--- src/rtl/autoplay_ctrl.sv ---
`default_nettype none
// ============================================================================
// Module   : autoplay_ctrl
// Brief    : Debounced push-button transport (stop/play/pause), song select
//            and beat/note position tracking for the autoplay datapath.
//            Build macro AUTOPLAY_LOOP_EN: song end advances to the next song
//            and keeps playing instead of returning to stop.
// Revision : 1.0 - initial release
// ============================================================================
module autoplay_ctrl #(
  parameter int DEBOUNCE_CYCLES = 2000000,
  parameter int BEAT_CYCLES     = 25000000,
  parameter int SONG_LEN        = 32,
  parameter int NUM_SONGS       = 3,
  parameter int IDX_W           = 5
) (
  input  logic             clk,
  input  logic             rst,
  input  logic             btn_play,
  input  logic             btn_stop,
  input  logic             btn_next,
  input  logic             btn_prev,
  output logic [1:0]       state,
  output logic [1:0]       music,
  output logic [IDX_W-1:0] note_idx,
  output logic             beat,
  output logic             song_done
);

  localparam int c_num_btn  = 4;
  localparam int c_btn_stop = 0;
  localparam int c_btn_play = 1;
  localparam int c_btn_next = 2;
  localparam int c_btn_prev = 3;
  localparam int c_db_w     = (DEBOUNCE_CYCLES > 1) ? $clog2(DEBOUNCE_CYCLES) : 1;
  localparam int c_bc_w     = (BEAT_CYCLES > 1) ? $clog2(BEAT_CYCLES) : 1;

  localparam logic [c_db_w-1:0] c_db_last   = c_db_w'(DEBOUNCE_CYCLES - 1);
  localparam logic [c_bc_w-1:0] c_beat_last = c_bc_w'(BEAT_CYCLES - 1);
  localparam logic [IDX_W-1:0]  c_last_note = IDX_W'(SONG_LEN - 1);
  localparam logic [1:0]        c_last_song = 2'(NUM_SONGS - 1);

  typedef enum logic [1:0] {
    ST_STOP  = 2'b00,
    ST_PLAY  = 2'b01,
    ST_PAUSE = 2'b10
  } state_e;

  // ------------------------------------------------------------------------
  // Button conditioning: 2-flop sync, debounce, rising-edge press
  // ------------------------------------------------------------------------
  logic [c_num_btn-1:0] w_btn_raw;
  logic [c_num_btn-1:0] sync1_q, sync1_d;
  logic [c_num_btn-1:0] sync2_q, sync2_d;
  logic [c_num_btn-1:0] deb_q, deb_d;
  logic [c_num_btn-1:0] press_q, press_d;
  logic [c_db_w-1:0]    db_cnt_q [c_num_btn];
  logic [c_db_w-1:0]    db_cnt_d [c_num_btn];

  assign w_btn_raw = {btn_prev, btn_next, btn_play, btn_stop};

  always_comb begin
    sync1_d = w_btn_raw;
    sync2_d = sync1_q;
    deb_d   = deb_q;
    press_d = '0;
    for (int i = 0; i < c_num_btn; i++) begin
      db_cnt_d[i] = '0;
      if (sync2_q[i] != deb_q[i]) begin
        if (db_cnt_q[i] == c_db_last) begin
          deb_d[i]   = sync2_q[i];
          // only a 0->1 change of the debounced level counts as a press
          press_d[i] = sync2_q[i];
        end else begin
          db_cnt_d[i] = db_cnt_q[i] + c_db_w'(1);
        end
      end
    end
  end

  always_ff @(posedge clk) begin
    if (rst) begin
      sync1_q <= '0;
      sync2_q <= '0;
      deb_q   <= '0;
      press_q <= '0;
      for (int i = 0; i < c_num_btn; i++) begin
        db_cnt_q[i] <= '0;
      end
    end else begin
      sync1_q <= sync1_d;
      sync2_q <= sync2_d;
      deb_q   <= deb_d;
      press_q <= press_d;
      for (int i = 0; i < c_num_btn; i++) begin
        db_cnt_q[i] <= db_cnt_d[i];
      end
    end
  end

  // ------------------------------------------------------------------------
  // Transport state machine, song select and beat timing
  // ------------------------------------------------------------------------
  state_e            state_q, state_d;
  logic [1:0]        music_q, music_d;
  logic [IDX_W-1:0]  note_idx_q, note_idx_d;
  logic [c_bc_w-1:0] beat_cnt_q, beat_cnt_d;
  logic              beat_q, beat_d;
  logic              song_done_q, song_done_d;

  logic       w_stop, w_play, w_next, w_prev;
  logic       w_beat_term, w_last_note;
  logic [1:0] w_music_inc, w_music_dec;

  assign w_stop      = press_q[c_btn_stop];
  assign w_play      = press_q[c_btn_play];
  assign w_next      = press_q[c_btn_next] & ~press_q[c_btn_prev];
  assign w_prev      = press_q[c_btn_prev] & ~press_q[c_btn_next];
  assign w_beat_term = (beat_cnt_q == c_beat_last);
  assign w_last_note = (note_idx_q == c_last_note);
  assign w_music_inc = (music_q == c_last_song) ? 2'd0 : music_q + 2'd1;
  assign w_music_dec = (music_q == 2'd0) ? c_last_song : music_q - 2'd1;

  always_comb begin
    state_d     = state_q;
    music_d     = music_q;
    note_idx_d  = note_idx_q;
    beat_cnt_d  = beat_cnt_q;
    beat_d      = 1'b0;
    song_done_d = 1'b0;
    case (state_q)
      ST_STOP: begin
        note_idx_d = '0;
        beat_cnt_d = '0;
        if (!w_stop) begin
          if (w_play) begin
            state_d = ST_PLAY;
          end else if (w_next) begin
            music_d = w_music_inc;
          end else if (w_prev) begin
            music_d = w_music_dec;
          end
        end
      end
      ST_PLAY: begin
        if (w_stop) begin
          state_d    = ST_STOP;
          note_idx_d = '0;
          beat_cnt_d = '0;
        end else if (w_play) begin
          // pausing on a terminal-count cycle defers that advance to resume
          state_d = ST_PAUSE;
        end else if (w_beat_term) begin
          beat_cnt_d = '0;
          beat_d     = 1'b1;
          if (w_last_note) begin
            note_idx_d  = '0;
            song_done_d = 1'b1;
`ifdef AUTOPLAY_LOOP_EN
            music_d     = w_music_inc;
`else
            state_d     = ST_STOP;
`endif
          end else begin
            note_idx_d = note_idx_q + IDX_W'(1);
          end
        end else begin
          beat_cnt_d = beat_cnt_q + c_bc_w'(1);
        end
      end
      ST_PAUSE: begin
        if (w_stop) begin
          state_d    = ST_STOP;
          note_idx_d = '0;
          beat_cnt_d = '0;
        end else if (w_play) begin
          state_d = ST_PLAY;
        end
      end
      default: begin
        state_d    = ST_STOP;
        note_idx_d = '0;
        beat_cnt_d = '0;
      end
    endcase
  end

  always_ff @(posedge clk) begin
    if (rst) begin
      state_q     <= ST_STOP;
      music_q     <= '0;
      note_idx_q  <= '0;
      beat_cnt_q  <= '0;
      beat_q      <= 1'b0;
      song_done_q <= 1'b0;
    end else begin
      state_q     <= state_d;
      music_q     <= music_d;
      note_idx_q  <= note_idx_d;
      beat_cnt_q  <= beat_cnt_d;
      beat_q      <= beat_d;
      song_done_q <= song_done_d;
    end
  end

  assign state     = state_q;
  assign music     = music_q;
  assign note_idx  = note_idx_q;
  assign beat      = beat_q;
  assign song_done = song_done_q;

endmodule
`default_nettype wire

--- config.mk ---
export PLATFORM = sky130hd
export DESIGN_NAME = autoplay_ctrl
export DESIGN_NICKNAME = d
export VERILOG_FILES = /design/src/rtl/autoplay_ctrl.sv
export SDC_FILE = /design/constraint.sdc
export NUM_CORES = 1
export LEC_CHECK = 0
export ABC_CLOCK_PERIOD_IN_PS = 2140
export BUFFER_PORTS_ARGS = -buffer_cell sky130_fd_sc_hd__buf_2
export CAP_MARGIN = 5
export CORE_ASPECT_RATIO = 1.75
export CORE_UTILIZATION = 45
export CTS_CLUSTER_SIZE = 24
export DETAILED_ROUTE_END_ITERATION = 6
export PLACE_DENSITY = 0.67
export SYNTH_ARGS = -nofsm -noshare
export SYNTH_HDL_FRONTEND = slang
export SYNTH_SLANG_ARGS = --single-unit
--- constraint.sdc ---
create_clock -name clk -period 2.14 [get_ports clk]
set_input_delay 0.214 -clock clk [delete_from_list [all_inputs] [get_ports clk]]
set_output_delay 0.214 -clock clk [all_outputs]
set_load 0.1 [all_outputs]
# After elaboration in Yosys (flattened, before gate mapping)
# Memory sizes are Yosys's and may differ from the RTL's.
# Cells that the tools add are included.
# Widths: inputs -> output; s select.
# classes
addsub,8
magnitude_cmp,0
n_reduce_logical,17
mux,40
bitwise_logic,20
multipliers,0
n_shift,0
div,0
n_eq_ne,19
# ops
op,n
$mux 21,12
$mux 25,4
$add 21x1->21 const B,4
$eq 21x21->1 const B,4
$pmux 25 s2,1
$add 25x1->25 const B,1
$eq 25x25->1 const B,1
$mux 5,5
$mux 2,11
$not 1->1,14
$reduce_or 3->1,4
$pmux 5 s2,1
$reduce_and 2->1,5
$ne 4x4->1 const B,2
$ne 3x3->1 const B,2
$pmux 2 s3,1
$reduce_and 3->1,2
$add 5x1->5 const B,1
$eq 5x5->1 const B,1
$mux 1,5
$reduce_or 5->1,1
$eq 2x2->1 const B,2
$logic_not 2->1,2
$ne 1x1->1,4
9 further kinds,14
# word_totals
word_cells,121
latchBits,0
mem_bits_rw,84
ff_bits,52
inputBits,6
rom_bits,0
output_inout_bits,11
n_memories,1
# memory_table
memory,words,word_bits,read_ports,rd_ports_with_merged_regs,wr,line,source
db_cnt_q,4,21,4,0,4,57,logic [c_db_w-1:0] db_cnt_q [c_num_btn];

# Depth between registers and ports, before layout
# depth
depth_word,6
mapped_depth,8
depth_no_buf,6

# Worst setup path after synthesis
# No wires, ideal clock.
# synth_path
kind,flip-flop to flip-flop
startpoint,"reg state_q[1], in the netlist state[1]"
endpoint,reg beat_cnt_q[1]
path_stages_with_launch,7
required_time_ns,2.076
slack_ns,-0.196
path_buffers,2
arrival_ns,2.271
setup_time_ns,0.064
period_less_slack_ns,2.336
cell_sequence,dfxtp_1 > nor3b_2 > nor2_1 > a21o_1 > buf_2 > buf_2 > nor2_1
# synth_between
elab_chain_len,3
# synth_rtl
item,line,source
from (decl),104,"state_e state_q, state_d;"
from (signal assigned),197,state_q <= state_d;
$eq 2x1->1 or $eq 2x2->1 (tied branches),131,case (state_q)
$ne 3x3->1 (no line) or $ne 2x2->1 (tied branches),-,
$reduce_and 2->1 (no line),-,
to (signal assigned),200,beat_cnt_q <= beat_cnt_d;
to (decl),107,"logic [c_bc_w-1:0] beat_cnt_q, beat_cnt_d;"
# Parallel ways exist; a longest one is shown, timed or not.
# A chain may end at the register's enable or synchronous reset.

==> flow_results.xml <==
<?xml version="1.0" encoding="UTF-8"?>
<metrics>
  <group name="drt">
    <metric name="route.antenna.remaining_nets" unit="">0</metric>
    <metric name="drcViolationCount" unit="">0</metric>
    <metric name="drtPass1Iterations" unit="">4</metric>
    <metric name="starting_drc_count_in_detailed_routing" unit="">143</metric>
    <metric name="wl_per_cell" unit="µm">12.92</metric>
    <metric name="wl" unit="µm">11280</metric>
    <metric name="vias_per_cell" unit="">5.183</metric>
    <metric name="via_count" unit="">4525</metric>
  </group>
  <group name="cells_and_area">
    <metric name="net_count_of_the_finished_layout" unit="">706</metric>
    <metric name="layout-drive-gt1-share" unit="%">11.25</metric>
    <metric name="layout.core_utilization" unit="%">53.00</metric>
    <metric name="area_growth_syn_to_fin" unit="%">15.13</metric>
    <metric name="antenna_cells" unit="">0</metric>
  </group>
  <group name="floorplanning">
    <metric name="die-width" unit="µm">88.97</metric>
    <metric name="row_count" unit="">55</metric>
    <metric name="design.portCount" unit="">17</metric>
    <metric name="die_area" unit="mm²">0.01372</metric>
    <metric name="initial_core_util" unit="%">46.03</metric>
    <metric name="coreArea" unit="mm²">0.01294</metric>
    <metric name="floorplan.die.height" unit="µm">154.2</metric>
  </group>
  <group name="hold_path">
    <metric name="class_of_the_most_critical_hold_timing_path" unit="">primary input to register</metric>
  </group>
  <group name="yosys">
    <metric name="synth_top_cell_area_share" unit="%">45.71</metric>
    <metric name="ys_seq_area_share" unit="%">45.71</metric>
    <metric name="yosysWarningCount" unit="">0</metric>
    <metric name="yosys-top-cells-area" unit="">dfxtp_1 46%, xor2_1 9.4%, nor2_1 8.3%</metric>
    <metric name="postSynthAreaPerCell" unit="µm²">9.065</metric>
    <metric name="synth_top_cells_by_count" unit="">136 x dfxtp_1, 131 x nor2_1, 64 x xor2_1</metric>
    <metric name="synth_top_flop_cell" unit="">dfxtp_1</metric>
    <metric name="synth-async-reset-ratio" unit="%">0</metric>
    <metric name="yosys.cell_types.count" unit="">51</metric>
    <metric name="synthCells" unit="">657</metric>
    <metric name="synth_enable_flop_cells" unit="">0</metric>
    <metric name="synth_area_leader_cell" unit="">dfxtp_1</metric>
    <metric name="synth_nets" unit="">674</metric>
    <metric name="synthMostInstantiatedCell" unit="">dfxtp_1</metric>
    <metric name="synth_seq_cells" unit="">136</metric>
    <metric name="mapped_area" unit="mm²">0.005956</metric>
  </group>
  <group name="critical_path">
    <metric name="setup.worst_path.start_class" unit="">register</metric>
    <metric name="cp.arrival" unit="ps">2260</metric>
    <metric name="worst_setup_path_end_kind" unit="">register</metric>
    <metric name="timing.critical_path.required" unit="ps">2440</metric>
    <metric name="timing.setup.critical_path_class" unit="">register to register</metric>
    <metric name="worstPathMaxFanout" unit="">21</metric>
  </group>
  <group name="cts">
    <metric name="htree_num_levels" unit="">4</metric>
    <metric name="cts_made_buffers" unit="">17</metric>
    <metric name="insertion_delay" unit="ps">420</metric>
    <metric name="clock-root-buffer" unit="">clkbuf_16</metric>
    <metric name="tritoncts" unit="">built</metric>
    <metric name="clk_transition_reported_paths" unit="ps">60</metric>
    <metric name="post-cts-setup-buffers" unit="">0</metric>
    <metric name="clock-sinks" unit="">136</metric>
    <metric name="clockBufferDepth" unit="">2</metric>
  </group>
  <group name="grt">
    <metric name="grt_start_max_net_pins" unit="">30</metric>
    <metric name="first_global_vias" unit="">4714</metric>
    <metric name="grt_antenna_before_repair" unit="">0</metric>
    <metric name="globalRouteTotalUtil" unit="%">18.27</metric>
    <metric name="grt_first_pass_wirelength" unit="µm">19960</metric>
    <metric name="total_grt_overflow" unit="">0</metric>
  </group>
  <group name="placement">
    <metric name="io_buffer_count" unit="">16</metric>
    <metric name="weighted_congestion_at_the_end_of_routability_driven_global_placement" unit="">0.7841</metric>
    <metric name="detailedPlacementHpwl" unit="µm">8006</metric>
  </group>
  <group name="power">
    <metric name="irDropWorstVdd" unit="mV">0.5384</metric>
    <metric name="static-leakage-power" unit="nW">2.360</metric>
    <metric name="power_density_over_the_cells" unit="mW/mm²">787.6</metric>
  </group>
  <group name="sta">
    <metric name="grt_setup_unrepaired" unit="">no</metric>
    <metric name="final.min_clock_period" unit="ps">1962</metric>
    <metric name="maxSlewViolCount" unit="">0</metric>
    <metric name="slew-limit-headroom" unit="%">54.99</metric>
    <metric name="upper_clock_frequency_limit" unit="MHz">509.8</metric>
    <metric name="totalNegativeSetupSlack" unit="ps">0</metric>
    <metric name="tightest_slew" unit="ps">665.8</metric>
    <metric name="period_share" unit="%">91.66</metric>
    <metric name="clk_skew" unit="ps">10.33</metric>
    <metric name="setup_violation_total_in_the_final_timing_report" unit="">0</metric>
    <metric name="hold_viol_final" unit="">0</metric>
  </group>
  <group name="status">
    <metric name="run_status" unit="">complete, no violations</metric>
  </group>
  <group name="flow_run">
    <metric name="max-cap-violations" unit="">0</metric>
  </group>
</metrics>
## power by group
group,internal (W),switching [W],leakage (nW),total (W)
Combinational,0.0000146,0.0000284,0.981,0.0000430
Clock,0.00170,0.00111,0.279,0.00281
Sequential,0.00254,0.00000578,1.10,0.00255
## through the flow
| step | hold WS [ps] | power, W | std cells | instance area [µm²] | setup slack (ps) |
|---|---|---|---|---|---|
| after global placement | 426.2 | 0.002644 | 841 | 6271 | 171.7 |
| after detailed placement | 431.7 | 0.002646 | 841 | 6271 | 62.82 |
| final | 31.19 | 0.005400 | 873 | 6857 | 178.5 |
| after CTS | 19.36 | 0.005457 | 873 | 6853 | 52.74 |
| after global routing | 23.46 | 0.005591 | 873 | 6857 | 27.97 |
| after floorplan | 342.2 | 0.002633 | 657 | 5961 | 142.1 |
## registers in the layout, indices dropped and copies added, names as in the netlist
name	flops
note_idx	5
sync1_q	4
db_cnt_q	84
song_done	1
deb_q	4
beat_cnt_q	25
beat	1
state	2
music	2
sync2_q	4
press_q	4
## worst paths after layout
| check | start | end | slack (ps) | cells past startpoint |
|---|---|---|---|---|
| setup reg to reg | db_cnt_q[1][0] | db_cnt_q[1][2] | 180 | 6 |
| hold reg to reg | db_cnt_q[0][0] | db_cnt_q[0][0] | 440 | 1 |
| setup / recovery | db_cnt_q[1][0] | db_cnt_q[1][2] | 180 | 6 |
| hold / removal | btn_stop | sync1_q[0] | 30 | 2 |
## layout make-up
type                       instances  area (µm²)
sequential                       136        2728
tap                              171       214.0
clock inverter                    12       115.1
fill                            1214        6081
multi-input combinational        485        3077
clock buffer                      20       466.7
inverter                          19       71.32
timing repair buffer              30       185.2
## repair_timing
item | 4_1_cts | 5_1_grt
hold buffers | 0 | 0
hold endpoints to repair | 0 | 0
gates resized for setup | 0 | 1
endpoints found under the setup margin | 0 | 21
## cells in the final DEF (no fill, tap or decap), types with 14 or more instances in the layout
cell | netlist | routed
buf_2 | 8 | 16
nand2_1 | 31 | 31
and3_1 | 23 | 23
nand3_1 | 45 | 45
xor2_1 | 64 | 64
nor2_1 | 131 | 131
dfxtp_1 | 136 | 132
nand4_1 | 29 | 29
xnor2_1 | 35 | 35
clkbuf_16 | 0 | 17
buf_4 | 0 | 14
inv_1 | 19 | 19
## critical path: stages, from the launching register on
cell     delay, ps
dfxtp_1        370
ha_1           210
inv_1          110
or3_4          400
nor4_4         340
or3_4          320
nor2_1          90
## cell families after synthesis
kind of cell    synth area share, %
simple gates                  30.48
flops                         45.71
xor+xnor                      14.56
buf+inv                       2.689
compound gates                3.067
fa+ha+maj                     2.311
mux                           1.177
## layer usage
layer / part of all wire, % / track usage (%) / routed length (µm)
met1: 41 / 18.82 / 4666
met2: 55 / 34.18 / 6166
met3: 2.6 / 5.176 / 295
met4: 1.3 / 6.274 / 148
met5: 0 / 0 / 0
No activity file was read; power rests on OpenSTA's default activity.
